===== config.mk =====
export PLATFORM = sky130hd
export DESIGN_NAME = mesh_feeder_ctrl_flat
export DESIGN_NICKNAME = d
export VERILOG_FILES = /design/src/rtl/mesh_feeder_ctrl_pkg.sv /design/src/rtl/mesh_feeder_ctrl_if.sv /design/src/rtl/mesh_feeder_ctrl_job_latch.sv /design/src/rtl/mesh_feeder_ctrl.sv /design/src/flat_wrapper.sv
export SDC_FILE = /design/constraint.sdc
export NUM_CORES = 1
export LEC_CHECK = 0
export BUFFER_PORTS_ARGS = -buffer_cell sky130_fd_sc_hd__buf_2
export CAP_MARGIN = 30
export CELL_PAD_IN_SITES_DETAIL_PLACEMENT = 1
export CELL_PAD_IN_SITES_GLOBAL_PLACEMENT = 2
export CORE_MARGIN = 3
export CORE_UTILIZATION = 37
export DETAILED_ROUTE_END_ITERATION = 10
export MAX_ROUTING_LAYER = met4
export PLACE_DENSITY_LB_ADDON = 0.05
export REMOVE_ABC_BUFFERS = 1
export SYNTH_ARGS = -nofsm -noshare
export SYNTH_HDL_FRONTEND = slang
export SYNTH_SLANG_ARGS = --single-unit
export TNS_END_PERCENT = 20

===== constraint.sdc =====
create_clock -name CLK -period 3.9 [get_ports CLK]
set_clock_uncertainty 0.1 [all_clocks]
set_input_delay 0.39 -clock CLK [delete_from_list [all_inputs] [get_ports CLK]]
set_output_delay 0.39 -clock CLK [all_outputs]
set_load 0.02 [all_outputs]

===== src/rtl/mesh_feeder_ctrl_pkg.sv =====
`default_nettype none
// ============================================================================
//  Package     : mesh_pkg
//  Description : Shared types and constants for the 2x2 mesh feeder.
//                Holds the FSM state encoding, the feed schedule constants,
//                the default coefficient width and a helper that extracts
//                A[r][c] from a packed 2x2 matrix vector.
//  Options     : none (the queue option MESH_FEEDER_QUEUE_EN lives in the
//                top and the job latch)
//  Revision    : 1.0  initial release
// ============================================================================
package mesh_pkg;

  localparam int DW_DEFAULT = 4;   // mesh operand width
  localparam int MAX_DW     = 16;  // widest coefficient mat_elem can extract
  localparam int FEED_LAST  = 4;   // last FEED step index
  localparam int K_STEPS    = 2;   // steps that carry operands (inner dimension)
  localparam int STEP_W     = 3;   // width of the FEED step counter

  typedef enum logic [1:0] {
    ST_IDLE = 2'd0,
    ST_FEED = 2'd1,
    ST_DONE = 2'd2
  } state_t;

  // Element A[r][c] sits at bits dw*(2r+c) +: dw. The vector is handled at
  // MAX_DW granularity so one function serves every legal DW; callers
  // zero-extend the input and truncate the result.
  function automatic logic [MAX_DW-1:0] mat_elem(
    input logic [4*MAX_DW-1:0] vec,
    input int                  dw,
    input int                  r,
    input int                  c
  );
    logic [4*MAX_DW-1:0] sh;
    sh = vec >> (dw * (2 * r + c));
    // For dw == MAX_DW the shift wraps to zero and the mask becomes all ones.
    return sh[MAX_DW-1:0] & ((MAX_DW'(1) << dw) - MAX_DW'(1));
  endfunction

endpackage
`default_nettype wire


===== src/rtl/mesh_feeder_ctrl_if.sv =====
`default_nettype none
// ============================================================================
//  Interface   : mesh_feeder_ctrl_if
//  Description : Job handshake and mesh-side bundle of the mesh feeder.
//  Signals     : START, MA, MB        job request and packed operands
//                READY                feeder can accept a job
//                A00, A10, B00, B01   operand streams to the mesh
//                ENp, ENq, ENa, ENr   mesh enables
//                DONE                 one-cycle "results valid" pulse
//  Modports    : master - job source / mesh side (drives START, MA, MB)
//                slave  - the feeder (drives everything else)
//  Revision    : 1.0  initial release
// ============================================================================
interface mesh_feeder_ctrl_if
  import mesh_pkg::*;
#(
  parameter int DW = DW_DEFAULT
) ();

  logic            START;
  logic [4*DW-1:0] MA;
  logic [4*DW-1:0] MB;
  logic            READY;
  logic [DW-1:0]   A00;
  logic [DW-1:0]   A10;
  logic [DW-1:0]   B00;
  logic [DW-1:0]   B01;
  logic            ENp;
  logic            ENq;
  logic [3:0]      ENa;
  logic [3:0]      ENr;
  logic            DONE;

  modport master (
    output START, MA, MB,
    input  READY, A00, A10, B00, B01, ENp, ENq, ENa, ENr, DONE
  );

  modport slave (
    input  START, MA, MB,
    output READY, A00, A10, B00, B01, ENp, ENq, ENa, ENr, DONE
  );

endinterface
`default_nettype wire


===== src/rtl/mesh_feeder_ctrl_job_latch.sv =====
`default_nettype none
// ============================================================================
//  Module      : mesh_job_latch
//  Description : Operand latch for the running job, plus an optional
//                one-entry job queue when MESH_FEEDER_QUEUE_EN is defined.
//                job_ma/job_mb present the operand set that will be in the
//                latch after the coming edge, so the top can register the
//                t=0 operands on the accept edge itself.
//  Ports       : CLK, RST        clock, async active-high reset
//                load            take MA/MB straight into the latch
//                ma, mb          packed operands from the job source
//                push, pop       queue write / queue-to-latch move (option)
//                q_valid         queue holds a job (option)
//                job_ma, job_mb  operand set for the next cycle
//  Options     : MESH_FEEDER_QUEUE_EN adds the queue entry
//  Revision    : 1.0  initial release
// ============================================================================
module mesh_job_latch
  import mesh_pkg::*;
#(
  parameter int DW = DW_DEFAULT
) (
  input  wire logic            CLK,
  input  wire logic            RST,
  input  wire logic            load,
  input  wire logic [4*DW-1:0] ma,
  input  wire logic [4*DW-1:0] mb,
`ifdef MESH_FEEDER_QUEUE_EN
  input  wire logic            push,
  input  wire logic            pop,
  output logic                 q_valid,
`endif
  output logic [4*DW-1:0]      job_ma,
  output logic [4*DW-1:0]      job_mb
);

  logic [4*DW-1:0] cur_ma;
  logic [4*DW-1:0] cur_mb;

`ifdef MESH_FEEDER_QUEUE_EN
  logic [4*DW-1:0] q_ma;
  logic [4*DW-1:0] q_mb;

  always_ff @(posedge CLK or posedge RST) begin
    if (RST) begin
      q_ma    <= '0;
      q_mb    <= '0;
      q_valid <= 1'b0;
    end else if (push) begin
      q_ma    <= ma;
      q_mb    <= mb;
      q_valid <= 1'b1;
    end else if (pop) begin
      q_valid <= 1'b0;
    end
  end
`endif

  always_comb begin
    job_ma = cur_ma;
    job_mb = cur_mb;
    if (load) begin
      job_ma = ma;
      job_mb = mb;
    end
`ifdef MESH_FEEDER_QUEUE_EN
    else if (pop) begin
      job_ma = q_ma;
      job_mb = q_mb;
    end
`endif
  end

  always_ff @(posedge CLK or posedge RST) begin
    if (RST) begin
      cur_ma <= '0;
      cur_mb <= '0;
    end else begin
      cur_ma <= job_ma;
      cur_mb <= job_mb;
    end
  end

endmodule
`default_nettype wire


===== src/rtl/mesh_feeder_ctrl.sv =====
`default_nettype none
// ============================================================================
//  Module      : mesh_feeder_ctrl
//  Description : Sequencer for the 2x2 systolic matrix-multiply mesh.
//                Accepts a pair of 2x2 operand matrices, streams rows of A
//                and columns of B onto the mesh ports over FEED steps 0..1,
//                drives the mesh enables on a fixed 5-step schedule and then
//                pulses DONE for one cycle once the mesh holds C = A*B.
//  Ports       : CLK   clock, rising edge
//                RST   async active-high reset
//                bus   mesh_feeder_ctrl_if.slave (handshake, operand
//                      streams, enables, DONE)
//  Options     : MESH_FEEDER_QUEUE_EN adds a one-entry job queue so a job
//                can be accepted while another one is being fed.
//  Revision    : 1.0  initial release
// ============================================================================
module mesh_feeder_ctrl
  import mesh_pkg::*;
#(
  parameter int DW = DW_DEFAULT
) (
  input  wire logic         CLK,
  input  wire logic         RST,
  mesh_feeder_ctrl_if.slave bus
);

  state_t              state;
  state_t              state_nxt;
  logic [STEP_W-1:0]   step;
  logic [STEP_W-1:0]   step_nxt;

  logic                accept;
  logic                load_direct;
  logic [4*DW-1:0]     job_ma;
  logic [4*DW-1:0]     job_mb;

  logic                ready_nxt;
  logic                done_nxt;
  logic [DW-1:0]       a00_nxt;
  logic [DW-1:0]       a10_nxt;
  logic [DW-1:0]       b00_nxt;
  logic [DW-1:0]       b01_nxt;
  logic                enp_nxt;
  logic                enq_nxt;
  logic [3:0]          ena_nxt;
  logic [3:0]          enr_nxt;

`ifdef MESH_FEEDER_QUEUE_EN
  logic                q_valid;
  logic                q_push;
  logic                q_pop;
`endif

  // READY is itself a register, so the handshake never loops back
  // combinationally through the feeder.
  assign accept = bus.START & bus.READY;

  mesh_job_latch #(
    .DW (DW)
  ) u_job_latch (
    .CLK     (CLK),
    .RST     (RST),
    .load    (load_direct),
    .ma      (bus.MA),
    .mb      (bus.MB),
`ifdef MESH_FEEDER_QUEUE_EN
    .push    (q_push),
    .pop     (q_pop),
    .q_valid (q_valid),
`endif
    .job_ma  (job_ma),
    .job_mb  (job_mb)
  );

  // --------------------------------------------------------------------------
  // State register
  // --------------------------------------------------------------------------
  always_ff @(posedge CLK or posedge RST) begin
    if (RST) begin
      state <= ST_IDLE;
      step  <= '0;
    end else begin
      state <= state_nxt;
      step  <= step_nxt;
    end
  end

  // --------------------------------------------------------------------------
  // Next state
  // --------------------------------------------------------------------------
  always_comb begin
    state_nxt   = state;
    step_nxt    = step;
    load_direct = 1'b0;
`ifdef MESH_FEEDER_QUEUE_EN
    q_push      = 1'b0;
    q_pop       = 1'b0;
`endif
    case (state)
      ST_IDLE: begin
        step_nxt = '0;
        if (accept) begin
          state_nxt   = ST_FEED;
          load_direct = 1'b1;
        end
      end
      ST_FEED: begin
        if (step == STEP_W'(FEED_LAST)) begin
          state_nxt = ST_DONE;
          step_nxt  = '0;
        end else begin
          step_nxt = step + STEP_W'(1);
        end
`ifdef MESH_FEEDER_QUEUE_EN
        // The running job owns the latch; a new job waits in the queue.
        q_push = accept;
`endif
      end
      ST_DONE: begin
        step_nxt = '0;
        if (accept) begin
          state_nxt   = ST_FEED;
          load_direct = 1'b1;
        end
`ifdef MESH_FEEDER_QUEUE_EN
        else if (q_valid) begin
          state_nxt = ST_FEED;
          q_pop     = 1'b1;
        end
`endif
        else begin
          state_nxt = ST_IDLE;
        end
      end
      default: begin
        state_nxt = ST_IDLE;
        step_nxt  = '0;
      end
    endcase
  end

  // --------------------------------------------------------------------------
  // Output decode from the next state, registered below so every output
  // comes straight from a flop.
  // --------------------------------------------------------------------------
  always_comb begin
    a00_nxt  = '0;
    a10_nxt  = '0;
    b00_nxt  = '0;
    b01_nxt  = '0;
    enp_nxt  = 1'b0;
    enq_nxt  = 1'b0;
    ena_nxt  = 4'b0000;
    enr_nxt  = 4'b0000;
    done_nxt = (state_nxt == ST_DONE);

`ifdef MESH_FEEDER_QUEUE_EN
    ready_nxt = ~(q_push | (q_valid & ~q_pop));
`else
    ready_nxt = (state_nxt != ST_FEED);
`endif

    if (state_nxt == ST_FEED) begin
      // Step k carries column k of A and row k of B. job_ma/job_mb already
      // reflect a load happening on this edge, so t=0 gets the new job.
      for (int k = 0; k < K_STEPS; k++) begin
        if (step_nxt == STEP_W'(k)) begin
          a00_nxt = DW'(mat_elem((4*MAX_DW)'(job_ma), DW, 0, k));
          a10_nxt = DW'(mat_elem((4*MAX_DW)'(job_ma), DW, 1, k));
          b00_nxt = DW'(mat_elem((4*MAX_DW)'(job_mb), DW, k, 0));
          b01_nxt = DW'(mat_elem((4*MAX_DW)'(job_mb), DW, k, 1));
        end
      end

      // MAC 00 is fed directly, MACs 01/10 one hop later, MAC 11 two hops
      // later; each result is captured on the step after its last add.
      case (step_nxt)
        STEP_W'(0): begin
          enp_nxt = 1'b1;
          ena_nxt = 4'b0001;
        end
        STEP_W'(1): begin
          enp_nxt = 1'b1;
          enq_nxt = 1'b1;
          ena_nxt = 4'b0111;
        end
        STEP_W'(2): begin
          enq_nxt = 1'b1;
          ena_nxt = 4'b1110;
          enr_nxt = 4'b0001;
        end
        STEP_W'(3): begin
          ena_nxt = 4'b1000;
          enr_nxt = 4'b0110;
        end
        STEP_W'(4): begin
          enr_nxt = 4'b1000;
        end
        default: begin
          enp_nxt = 1'b0;
        end
      endcase
    end
  end

  // --------------------------------------------------------------------------
  // Output registers
  // --------------------------------------------------------------------------
  always_ff @(posedge CLK or posedge RST) begin
    if (RST) begin
      bus.READY <= 1'b1;
      bus.DONE  <= 1'b0;
      bus.A00   <= '0;
      bus.A10   <= '0;
      bus.B00   <= '0;
      bus.B01   <= '0;
      bus.ENp   <= 1'b0;
      bus.ENq   <= 1'b0;
      bus.ENa   <= 4'b0000;
      bus.ENr   <= 4'b0000;
    end else begin
      bus.READY <= ready_nxt;
      bus.DONE  <= done_nxt;
      bus.A00   <= a00_nxt;
      bus.A10   <= a10_nxt;
      bus.B00   <= b00_nxt;
      bus.B01   <= b01_nxt;
      bus.ENp   <= enp_nxt;
      bus.ENq   <= enq_nxt;
      bus.ENa   <= ena_nxt;
      bus.ENr   <= enr_nxt;
    end
  end

endmodule
`default_nettype wire


===== src/flat_wrapper.sv =====
// flat-port wrapper written by rule: the top's interface ports become plain ports
module mesh_feeder_ctrl_flat import mesh_pkg::*;
#(
  parameter int DW = DW_DEFAULT
)
  (CLK, RST, bus_START, bus_MA, bus_MB, bus_READY, bus_A00, bus_A10, bus_B00, bus_B01, bus_ENp, bus_ENq, bus_ENa, bus_ENr, bus_DONE);
  mesh_feeder_ctrl_if #(.DW(DW)) bus_i ();
  input  wire logic CLK;
  input  wire logic RST;
  input wire logic [$bits(bus_i.START)-1:0] bus_START;
  input wire logic [$bits(bus_i.MA)-1:0] bus_MA;
  input wire logic [$bits(bus_i.MB)-1:0] bus_MB;
  output wire logic [$bits(bus_i.READY)-1:0] bus_READY;
  output wire logic [$bits(bus_i.A00)-1:0] bus_A00;
  output wire logic [$bits(bus_i.A10)-1:0] bus_A10;
  output wire logic [$bits(bus_i.B00)-1:0] bus_B00;
  output wire logic [$bits(bus_i.B01)-1:0] bus_B01;
  output wire logic [$bits(bus_i.ENp)-1:0] bus_ENp;
  output wire logic [$bits(bus_i.ENq)-1:0] bus_ENq;
  output wire logic [$bits(bus_i.ENa)-1:0] bus_ENa;
  output wire logic [$bits(bus_i.ENr)-1:0] bus_ENr;
  output wire logic [$bits(bus_i.DONE)-1:0] bus_DONE;
  assign bus_i.START = bus_START;
  assign bus_i.MA = bus_MA;
  assign bus_i.MB = bus_MB;
  assign bus_READY = bus_i.READY;
  assign bus_A00 = bus_i.A00;
  assign bus_A10 = bus_i.A10;
  assign bus_B00 = bus_i.B00;
  assign bus_B01 = bus_i.B01;
  assign bus_ENp = bus_i.ENp;
  assign bus_ENq = bus_i.ENq;
  assign bus_ENa = bus_i.ENa;
  assign bus_ENr = bus_i.ENr;
  assign bus_DONE = bus_i.DONE;
  mesh_feeder_ctrl #(.DW(DW)) u_core (.CLK(CLK), .RST(RST), .bus(bus_i));
endmodule

# [After elaboration in Yosys (flattened, before gate mapping)]
# Cells that the tools add are included.
[totals] input_bits=35 elab_cells=61 regBits=65 out_inout_bits=28
[classes] n_reduce_logical=5 n_addsub=1 bitwise=1 n_eq_ne=10 n_mux=30
[ops] cell="two-way mux 4 bit" count=14
[ops] cell="two-way mux 16 bit" count=2
[ops] cell="case mux 4 bit (4 select lines)" count=1
[ops] cell="case mux 4 bit (3 select lines)" count=1
[ops] cell="two-way mux 1 bit" count=7
[ops] cell="equality test 3 x 2 -> 1 bit (second input constant)" count=2
[ops] cell="equality test 3 bit (second input constant)" count=2
[ops] cell="two-way mux 3 bit" count=2
[ops] cell="case mux 2 bit (3 select lines)" count=1
[ops] cell="OR reduction 2 bit" count=3
[ops] cell="equality test 2 x 1 -> 1 bit (second input constant)" count=2
[ops] cell="equality test 2 bit (second input constant)" count=2
[ops] cell="two-way mux 2 bit" count=2
[ops] cell="adder 3 x 1 -> 3 bit (second input constant)" count=1
[ops] cell="equality test 3 x 1 -> 1 bit (second input constant)" count=1
[ops] cell="logical NOT 3 bit" count=1
[ops] cell="logical NOT 2 bit" count=1
[ops] cell="inequality test 2 x 1 -> 1 bit (second input constant)" count=1
[ops] cell="bitwise AND 1 bit" count=1

# [Logic depth before layout (Yosys ltp)]
# Gate-level depths: netlist of run 1.
[logic_depth] word_depth=7 depth_mapped=8 depth_no_buf=6

# [By module]
# A second synthesis of run 1 with hierarchy kept.
[unflattened] hier_cells=192 area_unflattened_um2=2831.5
[by_module_without_submodules] module="mesh_feeder_ctrl" instances=1 seq_area_each_um2=777.0 area_each_um2=1482.7 cells_per_inst=123
[by_module_without_submodules] module="mesh_job_latch" instances=1 seq_area_each_um2=800.8 area_each_um2=1348.8 cells_per_inst=69

# [Least setup slack after synthesis of run 1]
# No wires, ideal clock.
[synth_timing] kind="register to register" from="register u_core.step[0]" to="register u_core.bus.A00[0]" n_path_buf=2 setup_ns=0.132 arrival_time_ns=1.892 required_time_ns=3.668 path_slack_ns=1.776 stages_incl_launch_ff=9 synth_period_minus_slack_ns=2.124 cell_sequence="dfrtp_1 > inv_1 > ha_1 > nor4b_4 > a21bo_2 > buf_6 > buf_8 > mux2i_1 > nor2_1"
[synth_via] elab_chain_cells=7 word_cells_on_any_way=12 classes_between="1 x add/sub; 3 x eq/ne; 7 x mux; 1 x reduce/logical"
[synth_lines] item="from (decl)" line_no="mesh_feeder_ctrl.sv:29" text="logic [STEP_W-1:0] step;"
[synth_lines] item="from (signal assigned)" line_no="mesh_feeder_ctrl.sv:84" text="step <= step_nxt;"
[synth_lines] item="adder 3 x 1 -> 3 bit or equality test 3 bit (tied branches)" line_no="mesh_feeder_ctrl.sv:112, mesh_feeder_ctrl.sv:108"
[synth_lines] item="two-way mux 3 bit" line_no="mesh_feeder_ctrl.sv:108" text="if (step == STEP_W'(FEED_LAST)) begin"
[synth_lines] item="two-way mux 3 bit" line_no="mesh_feeder_ctrl.sv:99" text="case (state)"
[synth_lines] item="logical NOT 3 bit" line_no="mesh_feeder_ctrl.sv:167" text="if (step_nxt == STEP_W'(k)) begin"
[synth_lines] item="two-way mux 4 bit (2 in a row)" line_no="mesh_feeder_ctrl.sv:167"
[synth_lines] item="two-way mux 4 bit *" line_no="mesh_feeder_ctrl.sv:163" text="if (state_nxt == ST_FEED) begin"
[synth_lines] item="via u_core.a00_nxt[0]" line_no="mesh_feeder_ctrl.sv:39" text="logic [DW-1:0] a00_nxt;"
[synth_lines] item="to (signal assigned)" line_no="mesh_feeder_ctrl.sv:224" text="bus.A00 <= a00_nxt;"
[synth_lines] item="to (decl)" line_no="mesh_feeder_ctrl_if.sv:41" text="output READY, A00, A10, B00, B01, ENp, ENq, ENa, ENr, DONE"
# Mark *: on every way through the listed nets, which the timed path passes. The rest lies on a longest branch.

# [Worst setup path in the final report of run 1]
[layout_timing] from="register u_core.step[0]" to="register u_core.bus.A00[2]"
# Same word-level chain as after synthesis.

==> impl_summary.txt, run 1 <==
----------------------------------------------------
[Floorplanning]
  Area of the die ... 7600 µm²
  Die extent in x ... 87.2 µm
  Floorplan Core Area ... 6170 µm²
  Starting Density ... 39.6%
  I/O pin total ... 63
  Vertical die dimension ... 87.2 µm
  Number of placement rows ... 28

[Global route]
  Global-route total usage across every layer ... between 10% and 20%
  Initial antenna violation count ... 0
  Vias in the first global route ... approximately 1,800
  Pin count of the biggest net entering global routing ... 63
  Overflow left after global routing ... 0
  Wire length of the first global-routing pass ... around 8600 µm

[Synthesis]
  Sequential share of the synthesized area ... 63.6%
  Library cells used by synthesis ... 27
  Mapped cell area ... 2440 µm²
  Top-count cell post-synth ... sky130_fd_sc_hd__dfrtp_1
  Dominant register cell in the synthesized netlist ... sky130_fd_sc_hd__dfrtp_1
  Ranking of synthesized cells by instance count ... 61 x sky130_fd_sc_hd__dfrtp_1, 32 x sky130_fd_sc_hd__mux2_2, 20 x sky130_fd_sc_hd__nor2_1
  Synth top area share ... 62.6%
  Synth warnings ... 0
  Async set-reset flop share out of synthesis ... 100%
  Average cell area after synthesis ... 13.6 µm²
  Instance count of the mapped netlist ... 180
  Post-synthesis cell type with the largest combined area ... sky130_fd_sc_hd__dfrtp_1
  Post-synth EDFFs ... 0
  Post-synthesis register bit count ... 62
  Top area cells in the synthesized netlist ... sky130_fd_sc_hd__dfrtp_1 63%, sky130_fd_sc_hd__mux2_2 15%, sky130_fd_sc_hd__mux2i_1 4.9%

[STA]
  Number of failing hold endpoints at the final stage ... 0
  Final Slew Violations ... 0
  Timing-limited maximum frequency ... 440 MHz
  Minimum clock period after layout ... ~2300 ps
  Total Negative Setup Slacks ... 0 ps
  Worst-case setup margin in the final layout ... 1630 ps
  Post-route fraction of the period consumed by the critical path ... 58.3%
  Final setup vio count ... 0
  Headroom to the max-slew limit ... 49.4%
  RSZ-0062 raised after global routing ... false
  Worst-Margin Slew ... 760 ps

[Pwr]
  Worst ir drop on vdd ... about 0.00033 V
  Cell area power density ... 890 nW/µm²
  Leakage power total ... between 1.5 and 2 nW

[Critical path]
  Setup slack of the worst register-to-register path ... around 1600 ps
  Launch point of the worst reg-to-reg path ... u_core.step[0]
  CP Capture Type ... flop
  Critical Path AT ... 2390 ps
  Crit path largest cell delay ... 470 ps
  End of the critical path ... u_core.bus.A00[2]
  Kind of critical path ... reg -> reg
  Worst EP required ... roughly 4000 ps
  Critical path cell sequence ... inv_1, ha_1, nor4b_4, a21bo_2, mux2i_1, nor2_1
  Critical path launch point ... u_core.step[0]
  Launching element type of the critical path ... flop
  Number of cells traversed by the worst register-to-register path ... 6
  CP max FO ... 14
  Worst path slowest cell ... sky130_fd_sc_hd__dfrtp_1
  FF-to-FF End ... u_core.bus.A00[2]

[Placement]
  Placement-stage worst setup slack ... 1590 ps
  HPWL Detailed ... about 3700 µm
  Routability Congestion ... approximately 0.8
  Count of buffers from port buffering ... 62

[Finish]
  Antenna Cells ... 0
  NumNets Final ... 284
  Share of cells above drive strength 1 ... 46.4%
  Area delta synth->final ... 23.9%

[CTS]
  Clock-pin slew on the worst setup and hold paths ... 60 ps
  Clock tree from TritonCTS ... built
  Clk root buf ... sky130_fd_sc_hd__clkbuf_8
  Sink Count ... a little over 60
  Number of setup buffers added after CTS ... 0
  Worst-case clock buffer depth ... 2
  Number of gates given a new drive strength after cts ... 0
  CTS Hold Bufs ... 0
  Number of buffers created by CTS ... 9
  CTS H-tree depth ... 3
  Clock latency of the later-clocked register in the worst-skew pair ... ~330 ps

[Job]
  Max-cap violations ... 0

[Drt]
  Total wire length after detailed routing ... 5250 µm
  First DRT Iteration DRCs ... 60
  Routed length per instance ... around 16 µm
  Via/cell ratio ... 4.82
  First drt pass iteration count ... 4
  ANT nets after route ... 0
  Total DRC errors in the routed layout ... 0
  Number of vias after detailed routing ... 1,577

[Status]
  Result of the run ... completed

[Hold path]
  Worst Hold Class ... in -> async

----------------------------------------------------
==> through the flow <==
stage                     instance area [µm²]  total power [mW]  hold slack, ps  cells  utilization [%]
after floorplan                          2370              1.76             370    171                -
final                                    3020              2.69             172    327             49.0
after global placement                   2800              2.02             377    311             45.4
after global routing                     3020              2.89             179    327             49.0
after detailed placement                 2800              2.10             387    311             45.4
after CTS                                3020              2.74             187    327             49.0
==> report_power, final <==
part,switching (mW),internal [mW]
clock,0.231,0.393
combinational,0.613,0.443
sequential,0.0899,0.921
==> layout make-up <==
class	instances	area, µm²
Fill cell	666	3140
Sequential cell	62	1550
Multi-Input combinational cell	102	793
Timing Repair Buffer	65	333
Clock buffer	12	155
Tap cell	75	93.8
Clock inverter	4	70.1
Inverter	7	26.3
==> sequential cells by signal, indices dropped and copies added, names as in the netlist <==
register,count
u_core.bus.DONE,1
u_core.step,3
u_core.bus.A00,4
u_core.u_job_latch.cur_ma,16
u_core.bus.B00,4
u_core.u_job_latch.cur_mb,16
u_core.bus.ENr,3
u_core.bus.A10,4
u_core.bus.ENq,1
u_core.bus.ENa,3
u_core.bus.READY,1
u_core.bus.B01,4
u_core.state,2
==> cells by family after synthesis <==
kind of cell,after synthesis,share of synthesized area [%]
AO/OA/AOI/OAI,7,1.74
buffers and inverters,16,3.85
multiplexers,44,19.7
flip-flops,62,63.6
adder cells (fa/ha/maj),2,1.03
AND/OR/NAND/NOR,49,10.1
==> worst max-delay path, delay by kind of cell, from the launching register on <==
kind            cells  cell delay (ps)
fa+ha+maj           1              370
simple gates        2              470
compound gates      1              430
buf+inv             1               80
mux                 1              220
flops               1              470
==> how the worst min path moves through the flow <==
| stage | cells past startpoint | to | start |
|---|---|---|---|
| 6_report | 3 | u_core.u_job_latch.cur_mb[12] | RST |
| 5_1_grt | 2 | u_core.u_job_latch.cur_ma[12] | bus_MA[12] |
| 4_1_cts | 3 | u_core.state[0] | RST |
| 3_5_place_dp | 1 | u_core.u_job_latch.cur_mb[7] | u_core.u_job_latch.cur_mb[7] |
| 3_3_place_gp | 1 | u_core.u_job_latch.cur_mb[12] | u_core.u_job_latch.cur_mb[12] |
| 2_1_floorplan | 1 | u_core.u_job_latch.cur_ma[12] | u_core.u_job_latch.cur_ma[12] |
==> cells in the final DEF, fill, tap and decap left out, types with 2 or more instances in the layout <==
master / count
sky130_fd_sc_hd__inv_1: 6
sky130_fd_sc_hd__o21ai_0: 3
sky130_fd_sc_hd__clkbuf_8: 11
sky130_fd_sc_hd__mux2_2: 32
sky130_fd_sc_hd__dfrtp_1: 61
sky130_fd_sc_hd__nand3b_1: 2
sky130_fd_sc_hd__bufinv_16: 2
sky130_fd_sc_hd__a21oi_1: 2
sky130_fd_sc_hd__nand2b_1: 2
sky130_fd_sc_hd__buf_2: 62
sky130_fd_sc_hd__ha_1: 2
sky130_fd_sc_hd__nand2_1: 8
sky130_fd_sc_hd__clkinv_2: 2
sky130_fd_sc_hd__nor2_1: 20
sky130_fd_sc_hd__nand3_1: 9
sky130_fd_sc_hd__buf_4: 3
sky130_fd_sc_hd__nor2b_1: 2
sky130_fd_sc_hd__mux2i_1: 12
==> layer usage <==
| layer | vias to the layer above | share of wire, % | global-route usage, % |
|---|---|---|---|
| met5 | - | 0 | - |
| li1 | 734 | - | - |
| met3 | 8 | 6.2 | 4.45 |
| met1 | 789 | 42 | 18.6 |
| met2 | 46 | 50 | 25.3 |
| met4 | 0 | 1.7 | 7.53 |
Note: power is estimated with default switching activity, not from simulation.
==> run 2: changes to the inputs <==
- CORE_UTILIZATION: 37 -> 34
- clock period: 3.9 -> 2.2 ns (I/O delays scaled with it)
==> run 2 against run 1 <==
Power increased by 86%. Final area increased by 3.8%. Die area increased by 8.2%. Clock power increased by 110%. Critical path depth unchanged. Maximum frequency increased by 15%. Core utilization decreased by 3.3 points. Combinational power increased by 80%. Worst setup slack got worse by 1400 ps. Final cell count increased by 8.0%. Wire length increased by 2.3%. Sequential power increased by 76%. Highest routed layer unchanged.
==> impl_summary.txt, run 2 (synthesis results as in run 1) <==
----------------------------------------------------
[Floorplanning]
  I/O pin total ... 63 (unchanged)
  Number of placement rows ... 30 (+7.1%)
  Vertical die dimension ... 90.7 µm (+4.0%)
  Starting Density ... 35.5% (-4.1 points)
  Floorplan Core Area ... 6870 µm² (+11%)
  Area of the die ... 8230 µm² (+8.2%)
  Die extent in x ... 90.7 µm (+4.0%)

[Finish]
  Largest registers ranked by flip-flop count ... u_core.u_job_latch.cur_ma x16, u_core.u_job_latch.cur_mb x16
  NumNets Final ... 289 (+1.8%)
  Finished Cell Area ... 3140 µm² (+3.8%)
  Share of cells above drive strength 1 ... 47.1% (+0.65 points)
  Most frequent cells in the layout ... 62 x sky130_fd_sc_hd__buf_2, 61 x sky130_fd_sc_hd__dfrtp_1, 32 x sky130_fd_sc_hd__mux2_2
  Antenna Cells ... 0 (unchanged)
  Utilization after layout ... 45.7% (-3.3 points)
  Most common library cell in the layout ignoring fill and taps ... sky130_fd_sc_hd__buf_2
  Area delta synth->final ... 28.7%

[Drt]
  ANT nets after route ... 0 (unchanged)
  First DRT Iteration DRCs ... 21 (-65%)
  Total DRC errors in the routed layout ... 0 (unchanged)
  Total wire length after detailed routing ... 5380 µm (+2.3%)
  Number of vias after detailed routing ... 1,571 (-0.38%)
  First drt pass iteration count ... 4 (unchanged)
  Routed length per instance ... 15.2 µm (-5.2%)
  Via/cell ratio ... 4.45 (-7.7%)

[Pwr]
  Worst ir drop on vdd ... 0.000682 V (+100%)
  Share of total power in sequential cells ... 35.7% (-1.9 points)
  Total internal power ... 3.33 mW (+90%)
  Cell area power density ... 1590 nW/µm² (+79%)
  Power consumption ... 4.99 mW (+86%)
  Switching power ... 1.66 mW (+78%)
  Share of total power in the clock network ... 26.0% (+2.8 points)
  Net Sw Frac ... 33.3% (-1.4 points)
  Leakage power total ... 1.66 nW (+2.7%)
  Relative contribution of combinational cells to total power ... 38.3% (-0.9 points)

[Global route]
  Vias in the first global route ... 1,760 (-2.2%)
  Global-route total usage across every layer ... 14.0% (-1.9 points)
  Overflow left after global routing ... 0 (unchanged)
  Initial antenna violation count ... 0 (unchanged)
  Pin count of the biggest net entering global routing ... 34 (-46%)
  Wire length of the first global-routing pass ... 8710 µm (+1.0%)

[Placement]
  HPWL Detailed ... 3800 µm (+3.0%)
  Routability Congestion ... 0.772 (-3.5%)
  Post-Place Cell Area ... 2870 µm² (+2.5%)
  Count of buffers from port buffering ... 62 (unchanged)

[Critical path]
  Launch point of the worst reg-to-reg path ... u_core.step[1]
  End of the critical path ... u_core.bus.A00[1]
  Critical path cell sequence ... inv_1, ha_1, nor4b_4, a21bo_2, mux2i_1, nor2_1
  FF-to-FF End ... u_core.bus.A00[1]
  Critical Path AT ... 2100 ps (-290 ps)
  Worst EP required ... 2320 ps (-1690 ps)
  CP Capture Type ... flop
  Setup slack of the worst register-to-register path ... 220 ps (-1410 ps)
  CP max FO ... 14 (unchanged)
  Kind of critical path ... reg -> reg
  Launching element type of the critical path ... flop
  Number of cells traversed by the worst register-to-register path ... 6 (unchanged)
  Crit path largest cell delay ... 420 ps (-50 ps)
  Worst path slowest cell ... sky130_fd_sc_hd__a21bo_2
  Critical path launch point ... u_core.step[1]

[CTS]
  Sink Count ... 62 (unchanged)
  Clock-pin slew on the worst setup and hold paths ... 70 ps (about the same)
  Clk root buf ... sky130_fd_sc_hd__clkbuf_8
  Number of gates given a new drive strength after cts ... 0 (unchanged)
  Number of buffers created by CTS ... 9 (unchanged)
  Clock latency of the later-clocked register in the worst-skew pair ... 330 ps (about the same)
  CTS H-tree depth ... 3 (unchanged)
  Worst-case clock buffer depth ... 2 (unchanged)
  Number of setup buffers added after CTS ... 0 (unchanged)
  Clock tree from TritonCTS ... built

[STA]
  Post-route fraction of the period consumed by the critical path ... 90.2% (+32 points)
  Minimum clock period after layout ... 1980 ps (-290 ps)
  Worst-Margin Slew ... 566 ps (-193 ps)
  Timing-limited maximum frequency ... 504 MHz (+15%)
  Worst Hold Slack ... 37.9 ps (-134 ps)
  Headroom to the max-slew limit ... 62.2% (+13 points)
  Number of failing hold endpoints at the final stage ... 0 (unchanged)
  Final setup vio count ... 0 (unchanged)
  Total Negative Setup Slacks ... 0 ps (unchanged)
  RSZ-0062 raised after global routing ... false
  Final Slew Violations ... 0 (unchanged)

[Job]
  Max-cap violations ... 0 (unchanged)

[Hold path]
  Worst Hold Class ... in -> reg

[Status]
  Result of the run ... completed

----------------------------------------------------
run 2: changes by cell type in the layout (fill, tap and decap cells not counted), sizes merged:
cell | previous run | this run
dlygate4sd3 | 0 | 1
buf | 65 | 69
bufinv | 2 | 4
clkbuf | 12 | 10
run 2: layout make-up:
class	count	area, µm²
Fill cell	724	3730
Multi-Input combinational cell	102	793
Clock buffer	10	128
Clock inverter	6	134
Timing Repair Buffer	70	385
Tap cell	96	120
Sequential cell	62	1550
Inverter	7	26.3
run 2: metal layers:
metal | up-vias | GRT usage (%) | part of all wire (%) | wire length [µm]
li1 | 747 | - | - | -
met1 | 774 | 16.7 | 44 | 2380
met2 | 42 | 21.7 | 48 | 2600
met3 | 8 | 4.17 | 5.7 | 309
met4 | 0 | 6.89 | 1.6 | 85
met5 | - | - | 0 | 0
run 2: how the worst min path moves through the flow:
stage,cells after the start,to,startpoint
after floorplan,1,u_core.u_job_latch.cur_ma[12],bus_MA[12]
after global placement,2,u_core.u_job_latch.cur_mb[7],RST
after detailed placement,2,u_core.u_job_latch.cur_mb[7],RST
after CTS,2,u_core.u_job_latch.cur_ma[6],bus_MA[6]
after global routing,2,u_core.u_job_latch.cur_mb[9],bus_MB[9]
final,2,u_core.u_job_latch.cur_mb[1],bus_MB[1]
run 2: timing repair:
action	in CTS	in global routing
setup endpoints to repair	0	0
hold endpoints to repair	25	0
hold buffers	1	0
run 2: per-stage QoR:
| step | cells | worst slack [ps] |
|---|---|---|
| finish | 353 | 215 |
| global route | 353 | 56.4 |
| CTS | 353 | 156 |
| detailed placement | 336 | 156 |
| global placement | 336 | 281 |
| floorplan | 171 | -134 |
run 2: critical path: cells and delay by family, from the launching register on:
| kind | cells | cell delay [ps] |
|---|---|---|
| flops | 1 | 350 |
| simple gates | 2 | 370 |
| compound gates | 1 | 420 |
| mux | 1 | 240 |
| buf+inv | 1 | 50 |
| fa+ha+maj | 1 | 350 |
run 2: power by group through the flow:
stage          sequential [mW]  clock (mW)  combinational (mW)
2_1_floorplan             1.98           0                1.14
3_3_place_gp              1.77           0                1.88
3_5_place_dp              1.80           0                1.96
4_1_cts                   1.79        1.33                1.97
5_1_grt                   1.83        1.39                2.13
6_report                  1.78        1.30                1.91
